### src/rtl/fft_pkg.sv
// Shared FFT datapath types, Q7.8 constants and the sign-magnitude adder.
// Latency: n/a (package only).
// Backpressure: n/a (package only).
package fft_pkg;

    localparam logic [15:0] ONE      = 16'h0100;
    localparam logic [14:0] MAG_MAX  = 15'h7FFF;
    localparam int          SIGN_BIT = 15;

    typedef enum logic [2:0] {
        IDLE   = 3'd0,
        MUL_RR = 3'd1,
        MUL_II = 3'd2,
        MUL_RI = 3'd3,
        MUL_IR = 3'd4,
        OUTPUT = 3'd5
    } sched_state_t;

    // Sign-magnitude add. Returns {sat, sign, magnitude}. A zero result is always +0.
    // Subtraction is done by the caller inverting the sign bit of y.
    function automatic logic [16:0] sm_add(input logic [15:0] x,
                                           input logic [15:0] y,
                                           input logic        sat_en);
        logic [15:0] sum;
        logic [14:0] mag;
        logic        sgn;
        logic        sat;
        sum = {1'b0, x[SIGN_BIT-1:0]} + {1'b0, y[SIGN_BIT-1:0]};
        sat = 1'b0;
        if (x[SIGN_BIT] == y[SIGN_BIT]) begin
            sgn = x[SIGN_BIT];
            if (sum[15]) begin
                sat = 1'b1;
                mag = sat_en ? MAG_MAX : sum[14:0];
            end else begin
                mag = sum[14:0];
            end
        end else if (x[SIGN_BIT-1:0] >= y[SIGN_BIT-1:0]) begin
            sgn = x[SIGN_BIT];
            mag = x[SIGN_BIT-1:0] - y[SIGN_BIT-1:0];
        end else begin
            sgn = y[SIGN_BIT];
            mag = y[SIGN_BIT-1:0] - x[SIGN_BIT-1:0];
        end
        if (mag == 15'd0) begin
            sgn = 1'b0;
        end
        return {sat, sgn, mag};
    endfunction

endpackage

### src/rtl/fixed_point_math.sv
// Q7.8 sign-magnitude multiplier; magnitude bits above 22 of the raw product are dropped.
// Latency: combinational, zero cycles.
// Backpressure: none, pure function of its inputs.
module fixed_point_math #(
    parameter int DATA_W = 16,
    parameter int FRAC_W = 8
) (
    input  logic [DATA_W-1:0] a,
    input  logic [DATA_W-1:0] b,
    output logic [DATA_W-1:0] p
);

    logic [DATA_W-2:0] mag;

    // Full magnitude product, rescaled by the fraction width and truncated to 15 bits.
    assign mag = (DATA_W-1)'((2*(DATA_W-1))'(a[DATA_W-2:0]) * (2*(DATA_W-1))'(b[DATA_W-2:0]) >> FRAC_W);

    // A zero magnitude is always emitted as +0.
    assign p = (mag == '0) ? '0 : {a[DATA_W-1] ^ b[DATA_W-1], mag};

endmodule

### src/rtl/cmplx_mult_sched.sv
// Complex twiddle multiply over one shared multiplier, four partial products then combine.
// Latency: out_valid 4 cycles after accept; 1 result per 5 cycles back-to-back.
// Backpressure: in_ready low while computing; result held in OUTPUT until out_ready.
module cmplx_mult_sched
    import fft_pkg::*;
#(
    parameter int DATA_W   = 16,
    parameter int FRAC_W   = 8,
    parameter bit SATURATE = 1'b1
) (
    input  logic              clk,
    input  logic              n_rst,
    input  logic              in_valid,
    output logic              in_ready,
    input  logic [DATA_W-1:0] a_re,
    input  logic [DATA_W-1:0] a_im,
    input  logic [DATA_W-1:0] w_re,
    input  logic [DATA_W-1:0] w_im,
    input  logic              conj,
    output logic              out_valid,
    input  logic              out_ready,
    output logic [DATA_W-1:0] out_re,
    output logic [DATA_W-1:0] out_im,
    output logic              out_sat,
    output logic              busy
);

    sched_state_t      state_q;
    sched_state_t      state_d;

    logic [DATA_W-1:0] a_re_q;
    logic [DATA_W-1:0] a_im_q;
    logic [DATA_W-1:0] w_re_q;
    logic [DATA_W-1:0] w_im_q;
    logic [DATA_W-1:0] p_rr_q;
    logic [DATA_W-1:0] p_ii_q;
    logic [DATA_W-1:0] p_ri_q;
    logic [DATA_W-1:0] out_re_q;
    logic [DATA_W-1:0] out_im_q;
    logic              out_sat_q;

    logic [DATA_W-1:0] mul_a;
    logic [DATA_W-1:0] mul_b;
    logic [DATA_W-1:0] mul_p;
    logic [16:0]       re_sum;
    logic [16:0]       im_sum;
    logic              accept;

    assign in_ready  = (state_q == IDLE) || ((state_q == OUTPUT) && out_ready);
    assign accept    = in_valid && in_ready;
    assign out_valid = (state_q == OUTPUT);
    assign busy      = (state_q != IDLE);
    assign out_re    = out_re_q;
    assign out_im    = out_im_q;
    assign out_sat   = out_sat_q;

    // Real part subtracts p_ii by flipping its sign; the imaginary part takes the
    // fourth product straight off the multiplier, so it never needs a register.
    assign re_sum = sm_add(p_rr_q, p_ii_q ^ {1'b1, {(DATA_W-1){1'b0}}}, SATURATE);
    assign im_sum = sm_add(p_ri_q, mul_p, SATURATE);

    // Steer the captured operands into the shared multiplier by phase.
    always_comb begin
        mul_a = '0;
        mul_b = '0;
        case (state_q)
            MUL_RR: begin mul_a = a_re_q; mul_b = w_re_q; end
            MUL_II: begin mul_a = a_im_q; mul_b = w_im_q; end
            MUL_RI: begin mul_a = a_re_q; mul_b = w_im_q; end
            MUL_IR: begin mul_a = a_im_q; mul_b = w_re_q; end
            default: begin mul_a = '0; mul_b = '0; end
        endcase
    end

    fixed_point_math #(
        .DATA_W (DATA_W),
        .FRAC_W (FRAC_W)
    ) u_mul (
        .a (mul_a),
        .b (mul_b),
        .p (mul_p)
    );

    // Sequence the four multiply phases, then hold the result until it is taken.
    always_comb begin
        state_d = state_q;
        case (state_q)
            IDLE:    if (accept) state_d = MUL_RR;
            MUL_RR:  state_d = MUL_II;
            MUL_II:  state_d = MUL_RI;
            MUL_RI:  state_d = MUL_IR;
            MUL_IR:  state_d = OUTPUT;
            OUTPUT:  if (out_ready) state_d = in_valid ? MUL_RR : IDLE;
            default: state_d = IDLE;
        endcase
    end

    // State register; reset abandons any in-flight product.
    always_ff @(posedge clk or negedge n_rst) begin
        if (!n_rst) begin
            state_q <= IDLE;
        end else begin
            state_q <= state_d;
        end
    end

    // Operand capture (with conjugation), partial-product and result registers.
    always_ff @(posedge clk or negedge n_rst) begin
        if (!n_rst) begin
            a_re_q    <= '0;
            a_im_q    <= '0;
            w_re_q    <= '0;
            w_im_q    <= '0;
            p_rr_q    <= '0;
            p_ii_q    <= '0;
            p_ri_q    <= '0;
            out_re_q  <= '0;
            out_im_q  <= '0;
            out_sat_q <= 1'b0;
        end else begin
            if (accept) begin
                a_re_q <= a_re;
                a_im_q <= a_im;
                w_re_q <= w_re;
                w_im_q <= {w_im[DATA_W-1] ^ conj, w_im[DATA_W-2:0]};
            end
            case (state_q)
                MUL_RR: p_rr_q <= mul_p;
                MUL_II: p_ii_q <= mul_p;
                MUL_RI: p_ri_q <= mul_p;
                MUL_IR: begin
                    out_re_q  <= re_sum[15:0];
                    out_im_q  <= im_sum[15:0];
                    out_sat_q <= re_sum[16] | im_sum[16];
                end
                default: ;
            endcase
        end
    end

endmodule

### config.mk
export PLATFORM = sky130hd
export DESIGN_NAME = cmplx_mult_sched
export DESIGN_NICKNAME = d
export VERILOG_FILES = /design/src/rtl/fft_pkg.sv /design/src/rtl/fixed_point_math.sv /design/src/rtl/cmplx_mult_sched.sv
export SDC_FILE = /design/constraint.sdc
export NUM_CORES = 1
export LEC_CHECK = 0
export BUFFER_PORTS_ARGS = -buffer_cell sky130_fd_sc_hd__buf_4
export CAP_MARGIN = 20
export CORE_AREA = 5 5 243 245
export CTS_BUF_LIST = sky130_fd_sc_hd__clkbuf_4
export CTS_CLUSTER_DIAMETER = 100
export DETAILED_ROUTE_END_ITERATION = 10
export DIE_AREA = 0 0 248 250
export GPL_TIMING_DRIVEN = 1
export PLACE_DENSITY = 0.55
export SKIP_CTS_REPAIR_TIMING = 1
export SLEW_MARGIN = 15
export SYNTH_ARGS = -nofsm -noshare
export SYNTH_HDL_FRONTEND = slang
export SYNTH_SLANG_ARGS = --single-unit
### constraint.sdc
create_clock -name clk -period 11.7 [get_ports clk]
set_input_delay 0.585 -clock clk [delete_from_list [all_inputs] [get_ports clk]]
set_output_delay 0.585 -clock clk [all_outputs]
set_load 0.05 [all_outputs]
==> flow_metrics.tcl, run 1 <==
set metrics [dict create \
    outcome "completed" \
    dieWidth_um 248 \
    vias_per_cell 5.04 \
    synth_top_cells_by_count "nand2_1, inv_1, nor2_1" \
    ys_seq_elements 148 \
    critPathMaxFanout 21 \
    syn_to_final_growth_pct 12.3 \
    timing.max_cap.violations 0 \
    slew_headroom_pct 33.4 \
    drc 0 \
    fin_crit_ns 11.07 \
    period_share_pct 94.6 \
    grt_max_degree 83 \
    netlist-cell-type-count 86 \
    cts-root-buf "clkbuf_4" \
    drt_iter0_drc 1002 \
    io_pins 105 \
    std_cell_rows 88 \
    grt-ovfl-total 0 \
    initial_core_util_pct 29.4 \
    arrival_ns 11.60 \
    cts_buffer_depth 2 \
    cts_tree "yes" \
    die-area_sq_mm 0.0620 \
    cts_max_level 4 \
    synthCells 1912 \
    avgSynthCellArea_sq_um 8.74 \
    yosys_warnings 0 \
    cp-start-kind "flip-flop" \
    drt-pass1-iter-count 6 \
    grtUsageTotal_pct 16.1 \
    drive_gt1_share_pct 13.6 \
    place.gp.congestion 0.948 \
    path_class "flip-flop to flip-flop" \
    grt_pass1_vias 14006 \
    busiest_layer "met2" \
    multi_input_area_sq_mm 0.0119 \
    drt-total-wl_mm 50.1 \
    grt_pass1_wl_mm 79.6 \
    clock_latency_ns 0.64 \
    setup_violations 0 \
    worstSetupEndpointType "flip-flop" \
    antenna_found_initial 1 \
    hold_violations 0 \
    die_y_um 250 \
    fin_skew_ns 0.0380 \
    synth-async-reset-ratio_pct 100 \
    dp_hpwl_mm 41.6 \
    post_drt_wl_per_cell_um 18.1 \
    synth_fp_nets 2283 \
    use_met1_pct 22.5 \
    worstPathRequired_ns 12.23 \
    syn_area_sq_mm 0.0167 \
    grtUsageMet3_pct 2.48 \
    fin_util_pct 33.0 \
    synth_enable_flop_cells 0 \
    drv_slew 0 \
    numCtsBuffers 17 \
    yosysMostFrequentCell "nand2_1" \
    core_area_sq_mm 0.0569 \
    synth_area_leaders "dfrtp_1, fa_1, ha_1" \
    ys_seq_area_share_pct 22.2 \
    synth_top_area_share_pct 22.2 \
    vias 13928 \
    critPathMaxStageDelay_ns 0.77 \
    worstMarginPinSlew_ns 0.998 \
    path_clk_slew_ns 0.14 \
    cpMaxStageDelayCell "a22oi_1" \
    synth_ff_type "dfrtp_1" \
    portBuffers 104 \
    synth_top_cell_by_area "dfrtp_1" \
    cp_common_cell "fa_1" \
    grt.met2_usage_pct 26.4 \
    postRouteAntennaNets 0 \
    n_fill_cell 5987 \
    regArea_sq_mm 0.00370 \
    clock.fmax_mhz 90.3 \
    hp-class "input pin to flip-flop" \
    cts_num_sinks 148 \
    num-nets-final 2356 \
]
[final cells by class]
type,instances,area share [%]
Antenna cell,1,0.0133
Clock buffer,20,0.800
Clock inverter,12,0.953
Inverter,227,4.54
Multi-Input combinational cell,1456,63.3
Sequential cell,148,19.7
Tap cell,765,5.10
Timing Repair Buffer,135,5.53
[cell usage in the layout, fill, tap and decap left out, types with 20 or more instances in the layout]
cell / Yosys / final
a21o_1: 31 / 31
a21oi_1: 90 / 90
a22oi_1: 29 / 23
buf_4: 1 / 130
clkbuf_4: 0 / 20
dfrtp_1: 148 / 147
fa_1: 153 / 153
ha_1: 149 / 149
inv_1: 224 / 224
mux2_2: 72 / 72
nand2_1: 259 / 259
nor2_1: 173 / 173
nor3_1: 22 / 22
o21ai_0: 114 / 114
o21bai_1: 25 / 25
xnor2_1: 37 / 37
[cell families after synthesis]
| group | count (synthesis) | synth area share, % |
|---|---|---|
| multiplexers | 90 | 5.93 |
| AO/OA/AOI/OAI | 451 | 18.1 |
| XOR/XNOR | 56 | 3.02 |
| flip-flops | 148 | 22.2 |
| buffers and inverters | 308 | 7.03 |
| AND/OR/NAND/NOR | 557 | 14.3 |
| adder cells (fa/ha/maj) | 302 | 29.5 |
[sequential cells by signal, indices dropped and copies added (netlist names)]
signal / cells
out_im: 16
w_im_q: 16
a_im_q: 16
p_ii_q: 16
a_re_q: 16
p_ri_q: 16
out_sat: 1
p_rr_q: 16
state_q: 3
out_re: 16
w_re_q: 16
[worst max-delay path: cells and delay by family, from the launching register on]
family / cells / cell delay [ns]
buf+inv: 4 / 0.51
xor+xnor: 1 / 0.12
simple gates: 5 / 1.49
mux: 1 / 0.38
fa+ha+maj: 8 / 3.84
compound gates: 14 / 3.95
flops: 1 / 0.68
[metal layers]
layer  up-vias  wire length [um]
met1      6837             23300
li1       6608                 -
met4         0              1050
met5         -                 0
met3        65              2120
met2       418             23600
[final timing paths]
| check | start | end | slack (ns) | cells after the start |
|---|---|---|---|---|
| worst max-delay path | state_q[1] | out_im[15] | 0.63 | 33 |
| worst min-delay path | a_im[14] | a_im_q[14] | 0.18 | 2 |
| worst max register to register | state_q[1] | out_im[15] | 0.63 | 33 |
| worst min register to register | out_sat | out_sat | 0.48 | 2 |
| max in group asynchronous | n_rst | a_im_q[6] | 9.75 | 3 |
| min in group asynchronous | n_rst | out_im[13] | 0.53 | 2 |
[metrics by stage]
| stage | cells | TNS, ns | hold WS (ns) | setup slack, ns | instance area [sq um] |
|---|---|---|---|---|---|
| final | 2764 | 0 | 0.184 | 0.628 | 18800 |
| after global routing | 2764 | -0.0155 | 0.108 | -0.0155 | 18800 |
| after CTS | 2761 | 0 | -0.0670 | 0.405 | 18700 |
| after detailed placement | 2729 | 0 | 0.459 | 0.386 | 18400 |
| after global placement | 2727 | 0 | 0.452 | 0.713 | 18400 |
| after floorplan | 1912 | 0 | 0.289 | 1.38 | 16700 |
Power of run 1 is not shown: default switching activity piles up to over one toggle a cycle in this logic, so the estimate is an artifact.
==> run 2, diff against run 1 <==
--- a/config.mk
+++ b/config.mk
@@ -5,15 +5,15 @@
 export SDC_FILE = /design/constraint.sdc
 export NUM_CORES = 1
 export LEC_CHECK = 0
-export BUFFER_PORTS_ARGS = -buffer_cell sky130_fd_sc_hd__buf_4
 export CAP_MARGIN = 20
 export CORE_AREA = 5 5 243 245
 export CTS_BUF_LIST = sky130_fd_sc_hd__clkbuf_4
 export CTS_CLUSTER_DIAMETER = 100
 export DETAILED_ROUTE_END_ITERATION = 10
 export DIE_AREA = 0 0 248 250
+export DONT_BUFFER_PORTS = 1
 export GPL_TIMING_DRIVEN = 1
-export PLACE_DENSITY = 0.55
+export PLACE_DENSITY = 0.53
 export SKIP_CTS_REPAIR_TIMING = 1
 export SLEW_MARGIN = 15
 export SYNTH_ARGS = -nofsm -noshare
==> run 2 against run 1 <==
Via count shrank 0.16%. Non-clock buffer count fell by 29. Clock skew fell by 0.013 ns. Flip-flop and latch count unchanged. Worst hold slack worse by 0.092 ns. Fmax increased by 0.32%. Worst setup slack better by 0.035 ns. Count of clock-buffer cells in the layout down 3. Wire length increased by 3.3%.
==> flow_metrics.tcl, run 2 (same netlist as run 1, synthesis figures left out) <==
set metrics [dict create \
    cts_num_sinks 148 \
    r2r-start "state_q[2]" \
    setup_violations 0 \
    cp-start-kind "flip-flop" \
    worstMarginPinSlew_ns 1.14 \
    num-nets-final 2327 \
    dp_hpwl_mm 42.4 \
    drv_slew 0 \
    cts_max_level 4 \
    critPathMaxStageDelay_ns 0.64 \
    most-common-layout-cells "nand2_1, inv_1, nor2_1, fa_1, ha_1" \
    worstPathRequired_ns 12.30 \
    worstSetupEndpointType "flip-flop" \
    rsz0062_at_grt "false" \
    busiest_layer "met2" \
    core_area_sq_mm 0.0569 \
    path_class "flip-flop to flip-flop" \
    std_cell_rows 88 \
    tns_ns 0 \
    hp-class "input pin to flip-flop" \
    fin_skew_ns 0.0247 \
    period_share_pct 94.3 \
    finalNonFillerCells 2735 \
    outcome "completed" \
    use_met1_pct 22.4 \
    path_clk_slew_ns 0.14 \
    hold_violations 0 \
    grtUsageMet3_pct 3.67 \
    critPathMaxFanout 22 \
    clock.fmax_mhz 90.6 \
    fin_crit_ns 11.04 \
    place.gp.congestion 0.942 \
    grt.met2_usage_pct 26.7 \
    initial_core_util_pct 29.4 \
    grt-ovfl-total 0 \
    dieWidth_um 248 \
    dp_cells 2636 \
    min_from "w_im[15]" \
    numCtsBuffers 17 \
    timing.max_cap.violations 0 \
    io_pins 105 \
    grt_pass1_wl_mm 80.6 \
    cts_buffer_depth 2 \
    clock_latency_ns 0.70 \
    cpMaxStageDelayCell "and2_1" \
    grt_pass1_vias 13825 \
    drt_iter0_drc 968 \
    grtUsageTotal_pct 16.6 \
    min_path_cells 2 \
    drt-total-wl_mm 51.8 \
    drc 0 \
    grt_max_degree 149 \
    postRouteAntennaNets 0 \
    cp-startpoint "state_q[2]" \
    die-area_sq_mm 0.0620 \
    antenna_found_initial 1 \
    slew_headroom_pct 24.1 \
    die_y_um 250 \
    arrival_ns 11.64 \
    cts_tree "yes" \
    syn_to_final_growth_pct 12.0 \
    drive_gt1_share_pct 8.79 \
    final_common_cell "nand2_1" \
    vias 13906 \
    ff2ff_path_depth 35 \
    cp_common_cell "fa_1" \
    portBuffers 0 \
    drt-pass1-iter-count 7 \
    post_drt_wl_per_cell_um 18.9 \
    cts-root-buf "clkbuf_4" \
    vias_per_cell 5.08 \
]
-- run 2: per-stage QoR --
stage / worst slack, ns / cell area (sq um) / util, % / hold WS (ns)
finish: 0.663 / 18700 / 32.9 / 0.0916
global route: 0.0121 / 18700 / 32.9 / 0.0303
CTS: 0.578 / 18000 / 31.7 / -0.551
detailed placement: 0.618 / 17700 / 31.1 / 0.295
global placement: 0.751 / 17600 / 31.0 / 0.295
floorplan: 1.38 / 16700 / - / 0.289
-- run 2: area by class of cell --
class | instances | area, sq um
clock buffer | 17 | 128
inverter | 227 | 852
multi-input combinational | 1456 | 11900
tap | 765 | 957
clock inverter | 15 | 216
antenna | 1 | 2.50
timing repair buffer | 106 | 993
sequential | 148 | 3700
fill | 5938 | 38200
-- run 2: final timing paths --
path                              end  slack, ns
setup / recovery           out_im[15]       0.66
hold reg to reg            a_re_q[14]       0.52
hold / removal             w_im_q[15]       0.09
setup reg to reg           out_im[15]       0.66
max in group asynchronous   w_im_q[6]      10.46
min in group asynchronous   out_im[7]       0.42
-- run 2: critical path, delay by kind of cell (launching register included) --
| kind | cells | cell delay (ns) |
|---|---|---|
| AOI/OAI and AO/OA | 15 | 3.68 |
| xor gates and xnor gates | 3 | 0.64 |
| adders and majority gates | 8 | 3.85 |
| buffers and inverters | 3 | 0.30 |
| DFF | 1 | 0.55 |
| muxes | 1 | 0.39 |
| and+or+nand+nor | 5 | 1.53 |
-- run 2: per-layer routing --
layer / up-vias / wire, um
li1: 6554 / -
met1: 6862 / 23700
met2: 428 / 24200
met3: 62 / 2780
met4: 0 / 1110
met5: - / 0
Power of run 2 is left out for the same reason.
==> run 3, diff against run 2 <==
--- a/config.mk
+++ b/config.mk
@@ -6,16 +6,16 @@
 export NUM_CORES = 1
 export LEC_CHECK = 0
 export CAP_MARGIN = 20
-export CORE_AREA = 5 5 243 245
+export CORE_AREA = 5 5 189 191
 export CTS_BUF_LIST = sky130_fd_sc_hd__clkbuf_4
 export CTS_CLUSTER_DIAMETER = 100
 export DETAILED_ROUTE_END_ITERATION = 10
-export DIE_AREA = 0 0 248 250
+export DIE_AREA = 0 0 194 196
 export DONT_BUFFER_PORTS = 1
 export GPL_TIMING_DRIVEN = 1
-export PLACE_DENSITY = 0.53
+export PLACE_DENSITY = 0.74
 export SKIP_CTS_REPAIR_TIMING = 1
-export SLEW_MARGIN = 15
+export SLEW_MARGIN = 20
 export SYNTH_ARGS = -nofsm -noshare
 export SYNTH_HDL_FRONTEND = slang
 export SYNTH_SLANG_ARGS = --single-unit
==> run 3 against run 2 <==
Critical path depth is the same. Flip-flop and latch count is the same. Wire length shrank 7.6%. Fmax grew 0.80%. Global-route usage grew 8.4 points. Utilization is 19 points higher. Count of clock-buffer cells in the layout is 1 higher. First-iteration DRC count fell by 11%. Worst hold slack improved by 0.0060 ns. Non-clock buffer count shrank 75. Critical path type unchanged. Critical endpoint unchanged.
==> flow_metrics.tcl, run 3 (same netlist as run 1, synthesis figures left out) <==
set metrics [dict create \
    dp_cells 2314 \
    fin_skew_ns 0.0422 \
    die-area_sq_mm 0.0380 \
    clock_latency_ns 0.65 \
    syn_to_final_growth_pct 4.99 \
    stdcell_area_sq_mm 0.0175 \
    drc 0 \
    rsz0062_at_grt "false" \
    dieWidth_um 194 \
    drv_slew 0 \
    vias_per_cell 5.86 \
    critPathMaxFanout 22 \
    grt_max_degree 149 \
    hold_violations 0 \
    final_common_cell "nand2_1" \
    setup_violations 0 \
    cts-root-buf "clkbuf_4" \
    place_area_sq_mm 0.0172 \
    tns_ns 0 \
    multi_input_area_sq_mm 0.0119 \
    regArea_sq_mm 0.00371 \
    grt_pass1_wl_mm 76.6 \
    cts_num_sinks 148 \
    initial_core_util_pct 49.2 \
    place.gp.congestion 0.982 \
    outcome "completed" \
    hp-class "input pin to flip-flop" \
    dp_hpwl_mm 39.1 \
    finalNonFillerCells 2350 \
    post_drt_wl_per_cell_um 20.3 \
    most-common-layout-cells "nand2_1, inv_1, nor2_1, fa_1, ha_1" \
    period_share_pct 93.6 \
    drt-pass1-iter-count 6 \
    fin_crit_ns 10.95 \
    worstMarginPinSlew_ns 1.03 \
    cts_tree "yes" \
    cts_max_level 4 \
    cp-start-kind "flip-flop" \
    cpMaxStageDelayCell "a22oi_1" \
    slew_headroom_pct 30.9 \
    worstPathRequired_ns 12.24 \
    arrival_ns 11.49 \
    clock.fmax_mhz 91.3 \
    antenna_found_initial 1 \
    std_cell_rows 68 \
    io_pins 105 \
    path_class "flip-flop to flip-flop" \
    portBuffers 0 \
    vias 13762 \
    num-nets-final 2252 \
    grt-ovfl-total 0 \
    grt_pass1_vias 13927 \
    grtUsageTotal_pct 25.1 \
    setup_slack_ns 0.750 \
    critPathMaxStageDelay_ns 0.74 \
    worstSetupEndpointType "flip-flop" \
    cp_common_cell "fa_1" \
    n_fill_cell 3170 \
    path_clk_slew_ns 0.15 \
    die_y_um 196 \
    drt_iter0_drc 857 \
    numCtsBuffers 17 \
    drive_gt1_share_pct 8.45 \
    core_area_sq_mm 0.0339 \
    drt-total-wl_mm 47.8 \
    cts_buffer_depth 2 \
    pre_cts_ws_ns 0.530 \
    timing.max_cap.violations 0 \
    postRouteAntennaNets 0 \
]
==> run 3: area by class of cell <==
cell class / instances / share of cell area, %
multi-input cells: 1456 / 67.6
repair buffers: 31 / 1.44
well taps: 455 / 3.24
clock buffers: 18 / 0.770
diodes: 1 / 0.0143
flip-flops and latches: 148 / 21.1
clock inverters: 14 / 0.913
inverters: 227 / 4.86
==> run 3: stage by stage <==
step | hold slack (ns) | util [%]
after global routing | 0.0439 | 51.7
after CTS | -0.471 | 51.5
after floorplan | 0.289 | -
after detailed placement | 0.293 | 50.6
after global placement | 0.293 | 50.6
final | 0.0976 | 51.7
==> run 3: critical path: cells and delay by family (launching register included) <==
family                   cells  cell delay [ns]
AND/OR/NAND/NOR              7             1.93
flip-flops                   1             0.55
XOR/XNOR                     1             0.16
buffers and inverters        5             0.91
multiplexers                 1             0.26
AO/OA/AOI/OAI               13             3.23
adder cells (fa/ha/maj)      8             3.84
==> run 3: worst paths after layout <==
check	start	endpoint	slack [ns]	depth (start not counted)
max in group asynchronous	n_rst	a_im_q[7]	10.43	2
min in group asynchronous	n_rst	out_im[15]	0.48	2
hold / removal	a_re[0]	a_re_q[0]	0.1	1
hold reg to reg	a_re_q[15]	a_re_q[15]	0.52	1
setup reg to reg	state_q[0]	out_im[15]	0.75	35
setup / recovery	state_q[0]	out_im[15]	0.75	35
==> run 3: layer usage <==
layer	wire [um]	GRT usage (%)	vias up	part of all wire, %
met5	0	0	-	0
met4	1880	9.45	0	3.9
met3	2890	4.59	94	6.1
met2	23100	42.9	463	48
met1	19900	31.8	6809	42
li1	-	-	6396	-
Power of run 3 is left out for the same reason.
